**config.mk**
```make
export PLATFORM = sky130hd
export DESIGN_NAME = gshare_predictor
export DESIGN_NICKNAME = d
export VERILOG_FILES = /design/src/rtl/bp_pkg.sv /design/src/rtl/sat_counter2.sv /design/src/rtl/gshare_predictor.sv
export SDC_FILE = /design/constraint.sdc
export NUM_CORES = 1
export LEC_CHECK = 0
export BUFFER_PORTS_ARGS = -buffer_cell sky130_fd_sc_hd__buf_2
export CORE_MARGIN = 4
export CORE_UTILIZATION = 49
export CTS_CLUSTER_SIZE = 24
export DETAILED_ROUTE_END_ITERATION = 8
export GPL_ROUTABILITY_DRIVEN = 0
export PLACE_DENSITY = 0.79
export SYNTH_ARGS = -nofsm -noshare
export SYNTH_HDL_FRONTEND = slang
export SYNTH_SLANG_ARGS = --single-unit
```
**constraint.sdc**
```tcl
create_clock -name clk -period 2.4 [get_ports clk]
set_input_delay 0.24 -clock clk [delete_from_list [all_inputs] [get_ports clk]]
set_output_delay 0.24 -clock clk [all_outputs]
set_load 0.03 [all_outputs]
```
**src/rtl/bp_pkg.sv**
```systemverilog
// Shared types and defaults for the branch predictor.
// Holds the 2-bit counter state encoding and the default geometry.
package bp_pkg;

    localparam int HIST_W_DEF = 4;
    localparam int PC_LSB_DEF = 2;

    typedef enum logic [1:0] {
        CTR_SNT = 2'b00,
        CTR_WNT = 2'b01,
        CTR_WT  = 2'b10,
        CTR_ST  = 2'b11
    } ctr_t;

endpackage

```
**src/rtl/sat_counter2.sv**
```systemverilog
// Combinational next state of a 2-bit saturating counter.
// Ports: cur (present state), inc (1 = count up), nxt (next state).
module sat_counter2
    import bp_pkg::*;
(
    input  ctr_t cur,
    input  logic inc,
    output ctr_t nxt
);

    always_comb begin
        nxt = cur;
        unique case (cur)
            CTR_SNT: nxt = inc ? CTR_WNT : CTR_SNT;
            CTR_WNT: nxt = inc ? CTR_WT  : CTR_SNT;
            CTR_WT:  nxt = inc ? CTR_ST  : CTR_WNT;
            CTR_ST:  nxt = inc ? CTR_ST  : CTR_WT;
            default: nxt = cur;
        endcase
    end

endmodule

```
**src/rtl/gshare_predictor.sv**
```systemverilog
// Global-history branch predictor with a 2**HIST_W entry PHT of 2-bit counters.
// Ports: clk, reset (sync, active high); predict: pred_req, pred_pc ->
// pred_valid, pred_taken, pred_hist (1-cycle latency); update: upd_valid,
// upd_pc, upd_hist, upd_taken, upd_mispredict (mispredict restores history).
// Macro GSHARE_HASH_EN: index = pc bits XOR history; undefined: history only.
module gshare_predictor
    import bp_pkg::*;
#(
    parameter int HIST_W = HIST_W_DEF,
    parameter int PC_LSB = PC_LSB_DEF
) (
    input  logic              clk,
    input  logic              reset,
    input  logic              pred_req,
    input  logic [31:0]       pred_pc,
    output logic              pred_valid,
    output logic              pred_taken,
    output logic [HIST_W-1:0] pred_hist,
    input  logic              upd_valid,
    input  logic [31:0]       upd_pc,
    input  logic [HIST_W-1:0] upd_hist,
    input  logic              upd_taken,
    input  logic              upd_mispredict
);

    localparam int DEPTH = 1 << HIST_W;

    ctr_t              pht [DEPTH];
    logic [HIST_W-1:0] spec_ghr;
    logic [HIST_W-1:0] pred_idx;
    logic [HIST_W-1:0] upd_idx;
    logic              pred_dir;
    ctr_t              upd_cur;
    ctr_t              upd_nxt;

    // PC bits outside the hash window (all of them in the GAg build)
    // are intentionally ignored.
    logic unused_pc;
    assign unused_pc = ^{pred_pc, upd_pc};

    always_comb begin
        pred_idx = spec_ghr;
        upd_idx  = upd_hist;
`ifdef GSHARE_HASH_EN
        pred_idx = pred_pc[PC_LSB +: HIST_W] ^ spec_ghr;
        upd_idx  = upd_pc[PC_LSB +: HIST_W] ^ upd_hist;
`else
        pred_idx = spec_ghr;
        upd_idx  = upd_hist;
`endif
    end

    // Reads see the pre-edge PHT, so a same-index update is not bypassed.
    assign pred_dir = pht[pred_idx][1];
    assign upd_cur  = pht[upd_idx];

    sat_counter2 u_ctr (
        .cur (upd_cur),
        .inc (upd_taken),
        .nxt (upd_nxt)
    );

    always_ff @(posedge clk) begin
        if (reset) begin
            for (int i = 0; i < DEPTH; i++) begin
                pht[i] <= CTR_WNT;
            end
            spec_ghr   <= '0;
            pred_valid <= 1'b0;
            pred_taken <= 1'b0;
            pred_hist  <= '0;
        end else begin
            pred_valid <= pred_req;
            if (pred_req) begin
                pred_taken <= pred_dir;
                pred_hist  <= spec_ghr;
            end
            if (upd_valid) begin
                pht[upd_idx] <= upd_nxt;
            end
            // Recovery wins over the speculative shift.
            if (upd_valid && upd_mispredict) begin
                spec_ghr <= {upd_hist[HIST_W-2:0], upd_taken};
            end else if (pred_req) begin
                spec_ghr <= {spec_ghr[HIST_W-2:0], pred_dir};
            end
        end
    end

endmodule

```
==> results of run 1 <==
through the flow:
stage / worst slack, ns / utilization (%) / cells
floorplan: 0.4474 / - / 192
global placement: 0.1689 / 53.40 / 250
detailed placement: 0.1563 / 53.40 / 250
CTS: 0.3712 / 55.27 / 258
global route: 0.2412 / 55.27 / 258
finish: 0.3686 / 55.27 / 258
synth_stat cells (4+ instances only):
cell type,n
clkbuf_1,9
dfxtp_1,14
edfxtp_1,32
mux4_2,12
nand2_1,24
nand2b_1,20
nand3_1,12
nand4_1,4
nor2_1,24
nor2b_1,6
nor3_1,5
or2_2,4
how the worst max path moves through the flow:
stage                       startpoint                 endpoint  depth (start not counted)
6_report       pht[2][1]$_SDFFCE_PN0P_  pht[3][0]$_SDFFCE_PN1P_                          5
5_1_grt        pht[2][1]$_SDFFCE_PN0P_  pht[3][0]$_SDFFCE_PN1P_                          5
4_1_cts        pht[6][1]$_SDFFCE_PN0P_  pht[3][0]$_SDFFCE_PN1P_                          5
3_5_place_dp               upd_hist[0]  pht[3][0]$_SDFFCE_PN1P_                          6
3_3_place_gp               upd_hist[0]  pht[3][0]$_SDFFCE_PN1P_                          6
2_1_floorplan              upd_hist[0]  pht[0][0]$_SDFFCE_PN1P_                          7
logic make-up after synthesis:
group	after synthesis	synth area share [%]
simple gates	104	22.76
flops	46	54.93
mux	16	14.45
buf+inv	14	3.377
compound gates	10	3.267
fa+ha+maj	2	1.218
cell type report:
cell class / instances / area, sq um
fill: 354 / 1974
sequential: 46 / 1241
tap: 52 / 65.06
multi-input combinational: 132 / 942.2
clock inverter: 2 / 10.01
clock buffer: 6 / 72.57
inverter: 1 / 3.754
timing repair buffer: 19 / 105.1
power by group through the flow:
stage          Sequential (mW)  Clock (mW)  Combinational [mW]
2_1_floorplan            0.918           0               0.149
4_1_cts                  0.897       0.451               0.196
5_1_grt                  0.901       0.489               0.215
3_3_place_gp             0.914           0               0.193
3_5_place_dp             0.915           0               0.196
6_report                 0.897       0.438               0.195
tightest hold or removal path, stage by stage:
cell and delay, ns:
buf_2 0.10, nor2_1 0.10, a311oi_1 0.07
flip-flops by register name, summed over array words and instances, names as in the netlist, named ones only:
signal      count
pred_hist       4
pht            32
pred_valid      1
pred_taken      1
pred_idx        4
layout by cell type, fill, tap and decap left out, types with 6 or more instances in the layout:
cell	synthesis	final
buf_2	1	15
dfxtp_1	14	14
edfxtp_1	32	32
mux4_2	12	12
nand2_1	24	24
nand2b_1	20	20
nand3_1	12	12
nor2_1	24	24
nor2b_1	6	6
layer usage:
layer  global-route usage, %  vias up
met5                       0        -
met4                   7.829        0
met3                   4.028       12
met2                   25.60       39
met1                   20.25      716
li1                        -      724
==> results.json, run 1 <==
{
  "routedWlPerCell_um": 16.21,
  "tightest_slew_ns": 0.5044,
  "p_comb_share_pct": 12.7,
  "die_w_um": 75.91,
  "crit_required_ns": 2.42,
  "relSlewSlack_pct": 66.25,
  "finalHoldViolCount": 0,
  "die_h_um": 75.91,
  "synth.distinct_cells": 28,
  "drt-initial-drc-count": 102,
  "switching_power_mw": 0.3692,
  "syn_nets": 266,
  "wl_met1_mm": 1.776,
  "cpMaxStageDelayCell": "mux4_2",
  "synth_ff_type": "edfxtp_1",
  "leakagePower_nw": 0.8205,
  "max_stage_delay_ns": 0.47,
  "dr_total_vias": 1491,
  "routed_wl_mm": 4.181,
  "initial_utilization_pct": 51.19,
  "switching_share_pct": 24.14,
  "cts.sinks": 46,
  "dr_wl_met3_um": 222,
  "worstHoldStart": "upd_taken",
  "insertion_delay_ns": 0.29,
  "pwr-share-seq_pct": 58.6,
  "hold_path_depth": 3,
  "ctsResizeCount": 0,
  "status": "complete, no violations",
  "ir_drop_mv": 0.2140,
  "fin_crit_sh_pct": 84.64,
  "critical_path.top_delay_family": "multiplexers",
  "holdWs_ns": 0.2754,
  "rrSetupSlack_ns": 0.37,
  "yosysTopAreaCell": "edfxtp_1",
  "pin_count": 80,
  "grt-ovfl-total": 0,
  "drv.max_cap_violation_count": 0,
  "drive_gt1_share_pct": 22.82,
  "coreArea_sq_mm": 0.004414,
  "setup_tns_ns": 0,
  "final_cell_area_sq_mm": 0.002440,
  "fin_nets": 279,
  "cell_internal_pwr_mw": 1.161,
  "setup_viol": 0,
  "cp.arrival_ns": 2.05,
  "syn_area_per_cell_sq_um": 11.77,
  "io_buffers": 15,
  "drt_first_pass_iters": 4,
  "async_reset_ff_share_pct": 0,
  "r2r-start": "pht[2][1]$_SDFFCE_PN0P_",
  "synth_area_leaders": "edfxtp_1, dfxtp_1, mux4_2",
  "power_mw": 1.530,
  "tritoncts": "done",
  "cp_max_fo": 16,
  "antenna_left": 0,
  "hp-class": "input pin to flip-flop",
  "ys_ff_latch": 46,
  "p_per_area_mw_per_mm2": 627.0,
  "diodes": 0,
  "endpoint_kind": "flip-flop",
  "synth_edf_count": 32,
  "rsz0062_at_grt": "false",
  "timing.rr.end": "pht[3][0]$_SDFFCE_PN1P_",
  "grt_max_degree": 29,
  "drv_slew": 0,
  "route.detailed.drc": 0,
  "startpoint_type": "flip-flop",
  "htree_levels": 2,
  "fmax_mhz": 492.3,
  "worstPathCellList": "mux4_2 -> a22oi_1 -> and3_2 -> maj3_4 -> nand4_1",
  "synthCells": 192,
  "met2_length_mm": 2.078,
  "place_hpwl_mm": 2.985,
  "row_count": 24,
  "yosys.area.top_type_share_pct": 42.52,
  "r2r_cells": 5,
  "syn_to_final_growth_pct": 7.973,
  "vias_per_cell": 5.779,
  "criticalPathCategory": "flip-flop to flip-flop",
  "grt_usage_pct": 16.05,
  "cts_root_buf": "clkbuf_8",
  "grt_pass1_vias": 1535,
  "yosysSeqAreaShare_pct": 54.93,
  "fin_skew_ns": 0.008605,
  "fin_crit_ns": 2.031,
  "grt_pass1_wl_mm": 7.396,
  "cp_num_buf_inv": 0,
  "post_cts.repair.setup_buffers": 0,
  "clockBufferDepth": 2,
  "power_frac_clock_pct": 28.6,
  "cts_buffers": 5,
  "synth_area_sq_mm": 0.002260,
  "path_clk_slew_ns": 0.08,
  "highest_layer": "met4",
  "synth_warnings": 0,
  "placed_area_sq_mm": 0.002357,
  "grt_antenna_before_repair": 0,
  "die_area_sq_mm": 0.005762,
  "postCtsHoldBufs": 0
}
No activity file was read; power rests on OpenSTA's default activity.
==> inputs of run 2 (changes only) <==
Clock period 2.4 ns to 1.9 ns, I/O delays scaled along.
==> run 2 against run 1 <==
The flow now finishes with violations (negative setup slack). Die area unchanged. Final area increased by 8.7%. Routed wire length increased by 20%. Critical endpoint is now pht[5][0]$_SDFFCE_PN1P_. Highest routed layer unchanged.
==> results.json, run 2 (synthesis gave the netlist of run 1 again) <==
{
  "criticalPathCategory": "flip-flop to flip-flop",
  "fin_cells": 271,
  "drv.max_cap_violation_count": 0,
  "clockBufferDepth": 2,
  "crit_end": "pht[5][0]$_SDFFCE_PN1P_",
  "timing.rr.end": "pht[5][0]$_SDFFCE_PN1P_",
  "fin_crit_ns": 1.957,
  "grt_pass1_vias": 1577,
  "crit_required_ns": 1.96,
  "fillCellCount": 324,
  "cts_root_buf": "clkbuf_8",
  "vias_per_cell": 6.089,
  "fin_ws_ns": -0.05682,
  "row_count": 24,
  "endpoint_kind": "flip-flop",
  "r2r_cells": 5,
  "die_w_um": 75.91,
  "cell_internal_pwr_mw": 1.615,
  "place_hpwl_mm": 3.242,
  "drv_slew": 0,
  "r2r-start": "pht[7][1]$_SDFFCE_PN0P_",
  "routed_wl_mm": 5.014,
  "p_per_area_mw_per_mm2": 807.4,
  "grt-ovfl-total": 0,
  "grt_antenna_before_repair": 0,
  "ir_drop_mv": 0.3046,
  "pin_count": 80,
  "rsz0062_at_grt": "true",
  "io_buffers": 15,
  "htree_levels": 2,
  "drive_gt1_share_pct": 36.07,
  "grt_pass1_wl_mm": 8.142,
  "grt_max_degree": 21,
  "layout_common_cells": "edfxtp_1, nand2b_1, nor2_1, nand2_1",
  "hp-class": "input pin to flip-flop",
  "dr_total_vias": 1650,
  "top_register": "pht",
  "setup_viol": 32,
  "startpoint_type": "flip-flop",
  "switching_share_pct": 24.54,
  "startpoint": "pht[7][1]$_SDFFCE_PN0P_",
  "final_cell_area_sq_mm": 0.002651,
  "drt-initial-drc-count": 279,
  "failed_checks": "negative setup slack",
  "final_common_cell": "edfxtp_1",
  "path_clk_slew_ns": 0.08,
  "switching_power_mw": 0.5254,
  "die_h_um": 75.91,
  "grt_usage_pct": 17.74,
  "postCtsHoldBufs": 0,
  "syn_to_final_growth_pct": 17.33,
  "antenna_left": 0,
  "fin_nets": 292,
  "cts.sinks": 46,
  "place_ws_ns": -0.2578,
  "p_comb_share_pct": 14.4,
  "fin_skew_ns": 0.005623,
  "diodes": 0,
  "largest_reg_flops": 32,
  "power_frac_clock_pct": 32.6,
  "routedWlPerCell_um": 18.50,
  "tritoncts": "done",
  "initial_utilization_pct": 51.19,
  "tightest_slew_ns": 0.4327,
  "fmax_mhz": 511.0,
  "cp_max_fo": 8,
  "dp.cells": 259,
  "cp.arrival_ns": 2.01,
  "fin_crit_sh_pct": 103.0,
  "finalHoldViolCount": 0,
  "drt_first_pass_iters": 4,
  "route.detailed.drc": 0,
  "insertion_delay_ns": 0.30,
  "cts_buffers": 5,
  "rrSetupSlack_ns": -0.06,
  "die_area_sq_mm": 0.005762,
  "leakagePower_nw": 0.9001,
  "placed_area_sq_mm": 0.002429,
  "coreArea_sq_mm": 0.004414,
  "status": "finished with violations",
  "pwr-share-seq_pct": 53.0,
  "relSlewSlack_pct": 71.09
}
==> run 2: cell count changes in the layout (fill, tap and decap cells not counted), moves of 2 or more <==
cell | before | now
buf_4 | 4 | 15
clkinv_2 | 2 | 0
maj3_4 | 2 | 4
nand2_1 | 24 | 20
nand2_2 | 0 | 4
nand3_1 | 12 | 9
nand3_2 | 0 | 3
nor2_1 | 24 | 20
nor2_2 | 0 | 4
nor3_1 | 5 | 1
nor3_2 | 0 | 4
==> run 2: power groups by stage <==
stage	clock network [mW]	logic [mW]	registers (mW)
floorplan	0	0.191	1.16
global placement	0	0.259	1.15
detailed placement	0	0.264	1.16
CTS	0.695	0.285	1.13
global route	0.744	0.329	1.14
finish	0.698	0.309	1.13
==> run 2: metrics by stage <==
step                util, %  TNS [ns]  hold WS [ns]  total power, mW
CTS                   58.22   -0.3180        0.2182            2.113
global route          60.06    -1.092        0.2187            2.211
detailed placement    55.02    -6.986        0.4577            1.420
global placement      55.02    -5.710        0.4546            1.413
floorplan                 -         0        0.3799            1.350
finish                60.06   -0.8399        0.2091            2.141
==> run 2: cell type report <==
cell class | instances | area (sq um) | share of cell area [%]
inverters | 1 | 3.754 | 0.1416
multi-input cells | 134 | 1041 | 39.26
repair buffers | 30 | 187.7 | 7.079
flip-flops and latches | 46 | 1242 | 46.86
clock buffers | 8 | 111.4 | 4.200
well taps | 52 | 65.06 | 2.454
==> run 2: layer usage <==
layer | track usage [%] | wire length (um) | vias to the layer above
met5 | 0 | 0 | -
met4 | 7.651 | 175 | 0
met3 | 3.555 | 417 | 15
met2 | 28.34 | 2453 | 77
met1 | 23.36 | 1967 | 804
li1 | - | - | 754
==> run 2: worst min path at each step <==
stage	startpoint	to	slack (ns)	cells past startpoint
after floorplan	upd_taken	flip-flop	0.38	2
after global placement	pred_taken$_SDFFE_PP0P_	pred_taken$_SDFFE_PP0P_	0.45	2
after detailed placement	pred_taken$_SDFFE_PP0P_	pred_taken$_SDFFE_PP0P_	0.46	2
after CTS	upd_taken	pred_idx[0]$_SDFFE_PP0N_	0.22	3
after global routing	upd_taken	flip-flop	0.22	3
final	upd_taken	flip-flop	0.21	3
==> run 2: timing repair <==
| action | in CTS | in global routing |
|---|---|---|
| setup endpoints to repair | 32 | 34 |
| gates cloned | 2 | 0 |
| pin swaps | 7 | 9 |
| setup buffers | 0 | 2 |
| gates resized for setup | 2 | 19 |
==> run 2: critical path: stages, from the launching register on <==
cell and delay [ns]:
edfxtp_1 0.42, mux4_2 0.50, a22oi_2 0.14, and3_4 0.26, maj3_4 0.29, nand3_1 0.09
==> inputs of run 3 (changes only) <==
Settings changed: ABC_AREA set to 1, CORE_ASPECT_RATIO set to 0.75, PLACE_DENSITY 0.79 to 0.78.
==> run 3 against run 2 <==
The flow now finishes without violations. Die area increased by 6.3%. Count of clock-buffer cells in the layout down 2. Synthesized area up 6.9%. Final area decreased by 0.61%. Utilization decreased by 2.8 points. Highest routed layer unchanged. Synthesized cell count grew 67%. Critical path depth rose by 5. First-iteration DRC count decreased by 49%.
==> results.json, run 3 <==
{
  "layout_common_cells": "nand2_1, nor2_1, inv_1",
  "top_register": "pht",
  "async_reset_ff_share_pct": 0,
  "yosysTopAreaCell": "edfxtp_1",
  "routed_wl_mm": 5.354,
  "fin_skew_ns": 0.003246,
  "yosys.area.top_type_share_pct": 39.79,
  "cpMaxStageDelayCell": "edfxtp_1",
  "final_common_cell": "nand2_1",
  "synth_most_common_cell": "nand2_1",
  "criticalPathCategory": "flip-flop to flip-flop",
  "cts_root_buf": "clkbuf_8",
  "fin_ws_ns": 0.1847,
  "path_clk_slew_ns": 0.08,
  "die_w_um": 89.06,
  "grt_usage_pct": 19.47,
  "setup_viol": 0,
  "drive_gt1_share_pct": 10.36,
  "tightest_slew_ns": 0.3826,
  "fin_nets": 411,
  "insertion_delay_ns": 0.30,
  "row_count": 21,
  "drt_first_pass_iters": 5,
  "fillCellCount": 421,
  "die_h_um": 68.80,
  "routedWlPerCell_um": 13.55,
  "setup_tns_ns": 0,
  "initial_utilization_pct": 52.52,
  "coreArea_sq_mm": 0.004598,
  "largest_reg_flops": 32,
  "fin_crit_sh_pct": 90.28,
  "antenna_left": 0,
  "cp_max_fo": 11,
  "synth_warnings": 0,
  "ir_drop_mv": 0.4544,
  "grt_pass1_vias": 1843,
  "fin_crit_ns": 1.715,
  "p_per_area_mw_per_mm2": 791.8,
  "ys_ff_latch": 46,
  "synth_area_sq_mm": 0.002415,
  "worstPathCellList": "nand2_1 -> nand2_1 -> nand2_1 -> nand2_1 -> nand2_1 -> nand2_1 -> nor2_2 -> o21bai_4 -> buf_4 -> nand3_1",
  "yosysSeqAreaShare_pct": 51.40,
  "synth_ff_type": "edfxtp_1",
  "cts_buffers": 5,
  "p_comb_share_pct": 14.4,
  "max_stage_delay_ns": 0.43,
  "relSlewSlack_pct": 74.46,
  "grt_pass1_wl_mm": 8.776,
  "grt_max_degree": 21,
  "fmax_mhz": 583.0,
  "htree_levels": 2,
  "switching_share_pct": 26.61,
  "switching_power_mw": 0.5553,
  "grt_antenna_before_repair": 0,
  "tritoncts": "done",
  "rsz0062_at_grt": "false",
  "pwr-share-seq_pct": 54.1,
  "place_ws_ns": 0.06435,
  "finalHoldViolCount": 0,
  "post_cts.repair.setup_buffers": 0,
  "status": "complete, no violations",
  "endpoint_kind": "flip-flop",
  "cell_internal_pwr_mw": 1.531,
  "drv.max_cap_violation_count": 0,
  "synth.distinct_cells": 20,
  "ctsResizeCount": 0,
  "power_frac_clock_pct": 31.5,
  "hp-class": "input pin to flip-flop",
  "place_hpwl_mm": 3.970,
  "leakagePower_nw": 1.118,
  "io_buffers": 15,
  "grt-ovfl-total": 0,
  "vias_per_cell": 5.101,
  "synthCells": 320,
  "syn_nets": 394,
  "crit_required_ns": 1.94,
  "synth_area_leaders": "edfxtp_1, nand2_1, dfxtp_1",
  "die_area_sq_mm": 0.006127,
  "cp_common_cell": "nand2_1",
  "cp.arrival_ns": 1.76,
  "diodes": 0,
  "synth.top_cells.by_count": "nand2_1, nor2_1, inv_1",
  "cts.sinks": 46,
  "pin_count": 80,
  "clockBufferDepth": 2,
  "dr_total_vias": 2015,
  "drv_slew": 0,
  "syn_area_per_cell_sq_um": 7.546,
  "synth_edf_count": 32,
  "drt-initial-drc-count": 142,
  "syn_to_final_growth_pct": 9.119,
  "startpoint_type": "flip-flop",
  "route.detailed.drc": 0,
  "postCtsHoldBufs": 0
}
[run 3: cell type report]
| cell class | instances | area (sq um) | share of cell area (%) |
|---|---|---|---|
| clock inverters | 2 | 10.01 | 0.3799 |
| repair buffers | 20 | 125.1 | 4.748 |
| clock buffers | 6 | 93.84 | 3.561 |
| inverters | 41 | 153.9 | 5.840 |
| multi-input cells | 223 | 939.7 | 35.66 |
| well taps | 57 | 71.32 | 2.707 |
| flip-flops and latches | 46 | 1241 | 47.10 |
[run 3: final timing paths]
kind	startpoint	endpoint	slack (ns)	cells past startpoint
max	pht[11][1]$_SDFFCE_PN0P_	pht[1][0]$_SDFFCE_PN1P_	0.18	10
min	reset	pred_taken$_SDFFE_PP0P_	0.15	2
max reg2reg	pht[11][1]$_SDFFCE_PN0P_	pht[1][0]$_SDFFCE_PN1P_	0.18	10
min reg2reg	pred_taken$_SDFFE_PP0P_	pred_taken$_SDFFE_PP0P_	0.47	2
[run 3: power by group through the flow]
stage	sequential, mW	combinational (mW)	clock, mW
finish	1.13	0.300	0.658
global route	1.13	0.338	0.725
CTS	1.13	0.299	0.677
detailed placement	1.15	0.298	0
global placement	1.15	0.292	0
floorplan	1.16	0.207	0
[run 3: cells by family (layout without fill, tap and decap cells)]
group	after synthesis	count (layout)	share of synthesized area, %
flip-flops	46	46	51.40
AO/OA/AOI/OAI	22	22	5.337
AND/OR/NAND/NOR	201	201	33.57
buffers and inverters	51	69	9.689
[run 3: metrics by stage]
step                      util [%]  hold WS, ns  cells  power [mW]  area (sq um)
after global routing         57.31       0.1608    395       2.196          2635
final                        57.31       0.1513    395       2.087          2635
after global placement       55.05       0.4471    387       1.442          2531
after CTS                    57.31       0.1354    395       2.106          2635
after detailed placement     55.05       0.4607    387       1.450          2531
after floorplan                  -       0.2591    320       1.366          2415
[run 3: worst max-delay path: cells and delay by family (launching register included)]
kind	cells	cell delay, ns
AOI/OAI and AO/OA	1	0.15
buffers and inverters	1	0.20
DFF	1	0.43
and+or+nand+nor	8	0.67
[run 3: routing by layer]
metal	vias to the layer above	wire length, um	global-route usage [%]
met2	48	2470	30.74
met1	923	2497	26.68
li1	1037	-	-
met3	7	313	4.157
met5	-	0	0
met4	0	73	6.877
